[src/rtl/game_pkg.sv]
// Shared encodings for the dino game state bus plus the packed-BCD score helpers.
// The state encodings are also used by the game-tick clock generator.
package game_pkg;

  typedef enum logic [1:0] {
    GAME_INIT  = 2'd0,
    GAME_START = 2'd1,
    GAME_END   = 2'd2,
    GAME_RESET = 2'd3
  } game_state_t;

  localparam int BCD_DIGIT_W  = 4;
  localparam int SCORE_DIGITS = 4;
  localparam int SCORE_W      = BCD_DIGIT_W * SCORE_DIGITS;
  localparam logic [SCORE_W-1:0] SCORE_MAX = 16'h9999;

  // Add one to a packed BCD value, rippling the carry from the ones digit upward.
  function automatic logic [SCORE_W-1:0] bcd_inc(input logic [SCORE_W-1:0] value);
    logic [SCORE_W-1:0] result;
    logic               carry;
    result = value;
    carry  = 1'b1;
    for (int i = 0; i < SCORE_DIGITS; i++) begin
      if (carry) begin
        if (result[i*BCD_DIGIT_W +: BCD_DIGIT_W] == 4'd9) begin
          result[i*BCD_DIGIT_W +: BCD_DIGIT_W] = 4'd0;
        end else begin
          result[i*BCD_DIGIT_W +: BCD_DIGIT_W] = result[i*BCD_DIGIT_W +: BCD_DIGIT_W] + 4'd1;
          carry = 1'b0;
        end
      end
    end
    return result;
  endfunction

endpackage

[src/rtl/bcd_counter4.sv]
// Four-digit packed BCD counter: synchronous clear, enabled increment, saturates at 9999.
module bcd_counter4
  import game_pkg::*;
(
  input  logic               clk,
  input  logic               rst_n,
  input  logic               clr,
  input  logic               inc,
  output logic [SCORE_W-1:0] count
);

  // Score register; clear has priority over increment.
  always_ff @(posedge clk or negedge rst_n) begin
    if (!rst_n) begin
      count <= '0;
    end else if (clr) begin
      count <= '0;
    end else if (inc && (count != SCORE_MAX)) begin
      count <= bcd_inc(count);
    end
  end

endmodule

[src/rtl/game_state_ctrl.sv]
// Master dino-game FSM: synchronizes the game tick, detects the start press,
// sequences INIT/START/END/RESET and keeps the running and high scores in BCD.
module game_state_ctrl
  import game_pkg::*;
#(
  parameter int TICKS_PER_POINT = 8,
  parameter int RESET_CYCLES    = 4
) (
  input  logic               clk,
  input  logic               rst_n,
  input  logic               game_tick,
  input  logic               start_btn,
  input  logic               collision,
  output logic [1:0]         game_state,
  output logic [SCORE_W-1:0] score_bcd,
  output logic [SCORE_W-1:0] hi_score_bcd,
  output logic               new_record
);

  localparam int DIV_W  = (TICKS_PER_POINT > 1) ? $clog2(TICKS_PER_POINT) : 1;
  localparam int RCNT_W = (RESET_CYCLES > 1) ? $clog2(RESET_CYCLES) : 1;
  localparam logic [DIV_W-1:0]  DIV_LAST  = DIV_W'(TICKS_PER_POINT - 1);
  localparam logic [RCNT_W-1:0] RCNT_LAST = RCNT_W'(RESET_CYCLES - 1);

  game_state_t        state_r, state_s;
  logic               tick_sync1_r, tick_sync2_r, tick_prev_r, tick_rise_s;
  logic               btn_prev_r, start_pulse_s;
  logic [DIV_W-1:0]   div_r;
  logic [RCNT_W-1:0]  rcnt_r;
  logic               enter_reset_s, end_hit_s, tick_count_s, score_inc_s;
  logic               new_record_r;
  logic [SCORE_W-1:0] score_s, hi_score_r;

  // Tick synchronizer presets to 1 so a generator idling high gives no edge at reset release.
  always_ff @(posedge clk or negedge rst_n) begin
    if (!rst_n) begin
      tick_sync1_r <= 1'b1;
      tick_sync2_r <= 1'b1;
      tick_prev_r  <= 1'b1;
      btn_prev_r   <= 1'b0;
    end else begin
      tick_sync1_r <= game_tick;
      tick_sync2_r <= tick_sync1_r;
      tick_prev_r  <= tick_sync2_r;
      btn_prev_r   <= start_btn;
    end
  end

  assign tick_rise_s   = tick_sync2_r & ~tick_prev_r;
  assign start_pulse_s = start_btn & ~btn_prev_r;

  // State register.
  always_ff @(posedge clk or negedge rst_n) begin
    if (!rst_n) begin
      state_r <= GAME_INIT;
    end else begin
      state_r <= state_s;
    end
  end

  // Next-state decode; collision beats a coincident tick in START.
  always_comb begin
    state_s       = state_r;
    enter_reset_s = 1'b0;
    end_hit_s     = 1'b0;
    case (state_r)
      GAME_INIT: begin
        if (start_pulse_s) state_s = GAME_START;
        else               state_s = GAME_INIT;
      end
      GAME_START: begin
        if (collision) begin
          state_s   = GAME_END;
          end_hit_s = 1'b1;
        end else begin
          state_s = GAME_START;
        end
      end
      GAME_END: begin
        if (start_pulse_s) begin
          state_s       = GAME_RESET;
          enter_reset_s = 1'b1;
        end else begin
          state_s = GAME_END;
        end
      end
      GAME_RESET: begin
        if (rcnt_r == RCNT_LAST) state_s = GAME_START;
        else                     state_s = GAME_RESET;
      end
      default: state_s = GAME_INIT;
    endcase
  end

  assign tick_count_s = (state_r == GAME_START) && !collision && tick_rise_s;
  assign score_inc_s  = tick_count_s && (div_r == DIV_LAST);

  // Tick divider and RESET hold counter.
  always_ff @(posedge clk or negedge rst_n) begin
    if (!rst_n) begin
      div_r  <= '0;
      rcnt_r <= '0;
    end else begin
      if (enter_reset_s) begin
        div_r <= '0;
      end else if (tick_count_s) begin
        div_r <= (div_r == DIV_LAST) ? '0 : div_r + DIV_W'(1);
      end
      if (state_r == GAME_RESET) rcnt_r <= rcnt_r + RCNT_W'(1);
      else                       rcnt_r <= '0;
    end
  end

  // High score compares the pre-increment score on the START->END edge.
  always_ff @(posedge clk or negedge rst_n) begin
    if (!rst_n) begin
      hi_score_r   <= '0;
      new_record_r <= 1'b0;
    end else if (end_hit_s) begin
      if (score_s > hi_score_r) begin
        hi_score_r   <= score_s;
        new_record_r <= 1'b1;
      end else begin
        new_record_r <= 1'b0;
      end
    end else if ((state_r == GAME_END) && (state_s != GAME_END)) begin
      new_record_r <= 1'b0;
    end
  end

  bcd_counter4 u_score (
    .clk   (clk),
    .rst_n (rst_n),
    .clr   (enter_reset_s),
    .inc   (score_inc_s),
    .count (score_s)
  );

  assign game_state   = state_r;
  assign score_bcd    = score_s;
  assign hi_score_bcd = hi_score_r;
  assign new_record   = new_record_r;

endmodule

[config.mk]
export PLATFORM = sky130hd
export DESIGN_NAME = game_state_ctrl
export DESIGN_NICKNAME = d
export VERILOG_FILES = /design/src/rtl/game_pkg.sv /design/src/rtl/bcd_counter4.sv /design/src/rtl/game_state_ctrl.sv
export SDC_FILE = /design/constraint.sdc
export NUM_CORES = 1
export LEC_CHECK = 0
export CORE_ASPECT_RATIO = 0.6
export CORE_UTILIZATION = 54
export DETAILED_ROUTE_END_ITERATION = 16
export GPL_TIMING_DRIVEN = 0
export PLACE_DENSITY = 0.92
export SLEW_MARGIN = 20
export SYNTH_ARGS = -nofsm -noshare
export SYNTH_HDL_FRONTEND = slang
export SYNTH_HIERARCHICAL = 1
export SYNTH_SLANG_ARGS = --single-unit
[constraint.sdc]
create_clock -name clk -period 2.74 [get_ports clk]
set_input_delay 0.411 -clock clk [delete_from_list [all_inputs] [get_ports clk]]
set_output_delay 0.411 -clock clk [all_outputs]
set_load 0.05 [all_outputs]
==> out/summary.txt <==
Fin nets - 319
Transition time at the pin with the least slew margin - 0.799 ns
Worst max-slew margin expressed relative to the limit - 46.0%
Worst reg2reg path endpoint - hi_score_bcd[6]
Average cell area after synthesis - 10.6 um2
Num rows - 18
Origin of the critical flop-to-flop path - u_score/count[13]
Area enclosed by the die boundary - 4950 um2
Pleak - 1.45 nW
Proportion of netlist area held by the largest area contributor - 40.7%
RSZ-0062 raised after global routing - no
Filler cell count - 298
Worst hold endpoint - tick_sync2_r
CP endpoint kind - register
Cell variety after synth - 45
Required time of the worst setup path - 2.94 ns
Final setup violating endpoints - 0
Cell types occupying the most area after synthesis - dfrtp_1 (41%), ha_1 (13%), mux2_4 (5.4%)
Netlist area before placement - 2520 um2
Class of the tightest hold or removal check - register to register
Height of the chip - 54.9 um
Top library cells by usage in the layout, fill and taps aside - dfrtp_1 (40), clkdlybuf4s50_1 (38), ha_1 (26)
Peak clock frequency supported by timing - 384 MHz
Placed wire-length estimate after detailed placement - 3970 um
Worst vdd rail ir drop - 0.290 mV
Final sum of negative setup slack - 0 ns
Largest net degree at the start of global routing - 34
Layout cell share with drive strength beyond 1 - 15.6%
Post-synth top flop - dfrtp_1
Number of global-route vias before repair - 1849
Post-Place Cell Area - 3000 um2
Maximum root-to-sink buffer count - 2
Global-route congestion overflow total - 0
Buffers added on ports - 39
Count of flip-flops with a built-in enable after synthesis - 0
Critical Path Max Stage Delay - 0.58 ns
Synthesis-to-finish area growth - 24.9%
Number of search-and-repair iterations in the first detailed-routing pass - 4
R2R depth - 7
Clock net sink count - 44
Critical-path cell with the highest stage delay - or4_4
DRC violation count after routing - 0
All-layer global routing usage - 24.3%
Setup slack after placement - -0.0725 ns
Share of synthesized area occupied by flip-flops and latches - 43.9%
Synth warnings - 6
Number of top-level design ports - 40
Diodes inserted - 0
GP Congestion - 0.843
Die width - 90.2 um
Final Cycle Share - 95.0%
Number of max-cap violations - 0
Global-route wire length before repair - 8980 um
Endpoint arrival time on the critical path - 2.80 ns
Kind of cell with the highest combined delay on the critical path - simple AND/OR/NAND/NOR gates
Remaining antenna violation count - 0
Final Hold Vio Count - 0
Setup slack, reg-to-reg - 0.14 ns
Critical setup path kind - register to register
Post-synthesis async set-or-reset flop share - 100%
Placeable core region - 4280 um2
Pins Over Slew Limit - 0
Worst-path clk slew - 0.08 ns
Mapped Cells - 237
Starting density of the core - 58.9%
Number of cells traversed by the worst hold path - 0
Highest fanout seen on the critical path - 10
Number of buffer and inverter stages on the critical path - 1
Sequence of cells on the critical path - ha_1 -> nand4_2 -> or4_4 -> a21o_1 -> a31oi_4 -> buf_12 -> mux2_4
Layout Cell Area excl Fill - 3150 um2
Drt total wl - 5370 um
Cell taking the most area after synthesis - dfrtp_1
Synthesis-stage register bit count - 44
Number of vias in the routed layout - 1958
Outcome - completed
Time the worst path needs with I/O delays and setup - 2.60 ns
Inserted Clock Buffers - 5
Launch point of the worst hold path - tick_sync1_r
Via/cell ratio - 5.63
Routed WL per cell - 15.4 um
Clock tree from TritonCTS - yes
Number of antenna violations at the first check in global routing - 0
Most common cell after layout, fill and taps aside - dfrtp_1
Clock Skews - 0.00451 ns
Clk Tree Root Cell - clkbuf_8
Minimum setup slack in the final design - 0.138 ns
Clock network latency to the later pin of the worst-skew pair - 0.30 ns
Pwr dens - 601 nW/um2
Iteration-0 DRC count of the detailed router - 135
Net Count, Synth - 269
Startpoint type of the worst setup path - register
# H-tree levels - 2
[worst register-to-register path: stages (launching register included)]
cell	delay, ns
dfrtp_1	0.46
ha_1	0.36
nand4_2	0.15
or4_4	0.58
a21o_1	0.20
a31oi_4	0.24
buf_12	0.20
mux2_4	0.31
[power breakdown]
part,switching (W),leakage (nW),internal [W]
clock,0.000221,0.0510,0.000201
sequential,0.0000875,0.582,0.000728
combinational,0.000386,0.812,0.000267
total,0.000694,1.45,0.00120
[how the worst max path moves through the flow]
stage / from / end / cells past startpoint / slack (ns)
6_report: u_score/count[13] / hi_score_bcd[6] / 7 / 0.14
5_1_grt: u_score/count[13] / hi_score_bcd[15] / 7 / 0.02
4_1_cts: u_score/count[15] / hi_score_bcd[6] / 7 / 0.03
3_5_place_dp: u_score/count[15] / hi_score_bcd[9] / 7 / -0.07
3_3_place_gp: rst_n / hi_score_bcd[15] / 1 / -0.07
2_1_floorplan: u_score/count[15] / hi_score_bcd[15] / 7 / 0.009
[layer usage]
metal | part of all wire, % | global-route usage, %
met1 | 49 | 33.8
met2 | 43 | 38.7
met3 | 6.3 | 4.78
met4 | 1.4 | 9.68
met5 | 0 | 0
[area by class of cell]
class                      count  area (um2)  area share, %
clock inverter                 2        10.0          0.318
buffer                         7        51.3           1.63
timing repair buffer          43         443           14.1
sequential                    44        1110           35.1
tap                           60        75.1           2.39
inverter                      22        82.6           2.62
clock buffer                   6        82.6           2.62
multi-input combinational    164        1300           41.2
[kinds of logic after synthesis]
| group | after synthesis | share of synthesized area [%] |
|---|---|---|
| AOI/OAI and AO/OA | 38 | 9.59 |
| xor gates and xnor gates | 2 | 0.696 |
| adders and majority gates | 27 | 13.4 |
| buffers and inverters | 29 | 5.32 |
| DFF | 44 | 43.9 |
| muxes | 20 | 10.1 |
| and+or+nand+nor | 77 | 17.0 |
[sequential cells by signal, indices dropped and copies added (netlist names)]
| signal | cells |
|---|---|
| btn_prev_r | 1 |
| div_r | 3 |
| game_state | 2 |
| hi_score_bcd | 16 |
| new_record | 1 |
| rcnt_r | 2 |
| tick_prev_r | 1 |
| tick_sync1_r | 1 |
| tick_sync2_r | 1 |
| u_score/count | 16 |
[Yosys cell counts, drive strengths merged, types with 2 or more instances]
cell type and n:
a311oi 2, o31ai 2, nand3b 5, xnor2 2, a21o 2, nor2 23, and3 2, inv 22
dfstp 3, o21ai 5, nand3 5, nor4 5, a21oi 19, nand4 3, dfrtp 41, mux2 16
ha 27, nor3 5, mux2i 4, and2 2, and4b 2, buf 3, a31oi 5, o211ai 2
nand2 15, clkbuf 4, and3b 3
[timing repair]
| action | in CTS | in global routing |
|---|---|---|
| buffers inserted | 2 | 0 |
| hold buffers | 1 | 0 |
| endpoints found under the setup margin | 9 | 16 |
| pin swaps | 1 | 1 |
| hold endpoints to repair | 11 | 0 |
| resized for setup | 0 | 2 |
[stage by stage]
stage	utilization, %	instances	hold slack (ns)	total power, W
4_1_cts	73.2	348	0.362	0.00189
3_5_place_dp	70.1	337	0.321	0.00145
2_1_floorplan	-	237	0.115	0.00125
6_report	73.5	348	0.363	0.00189
3_3_place_gp	69.8	336	0.346	0.00142
5_1_grt	73.5	348	0.370	0.00200
No activity file was read; power rests on OpenSTA's default activity.
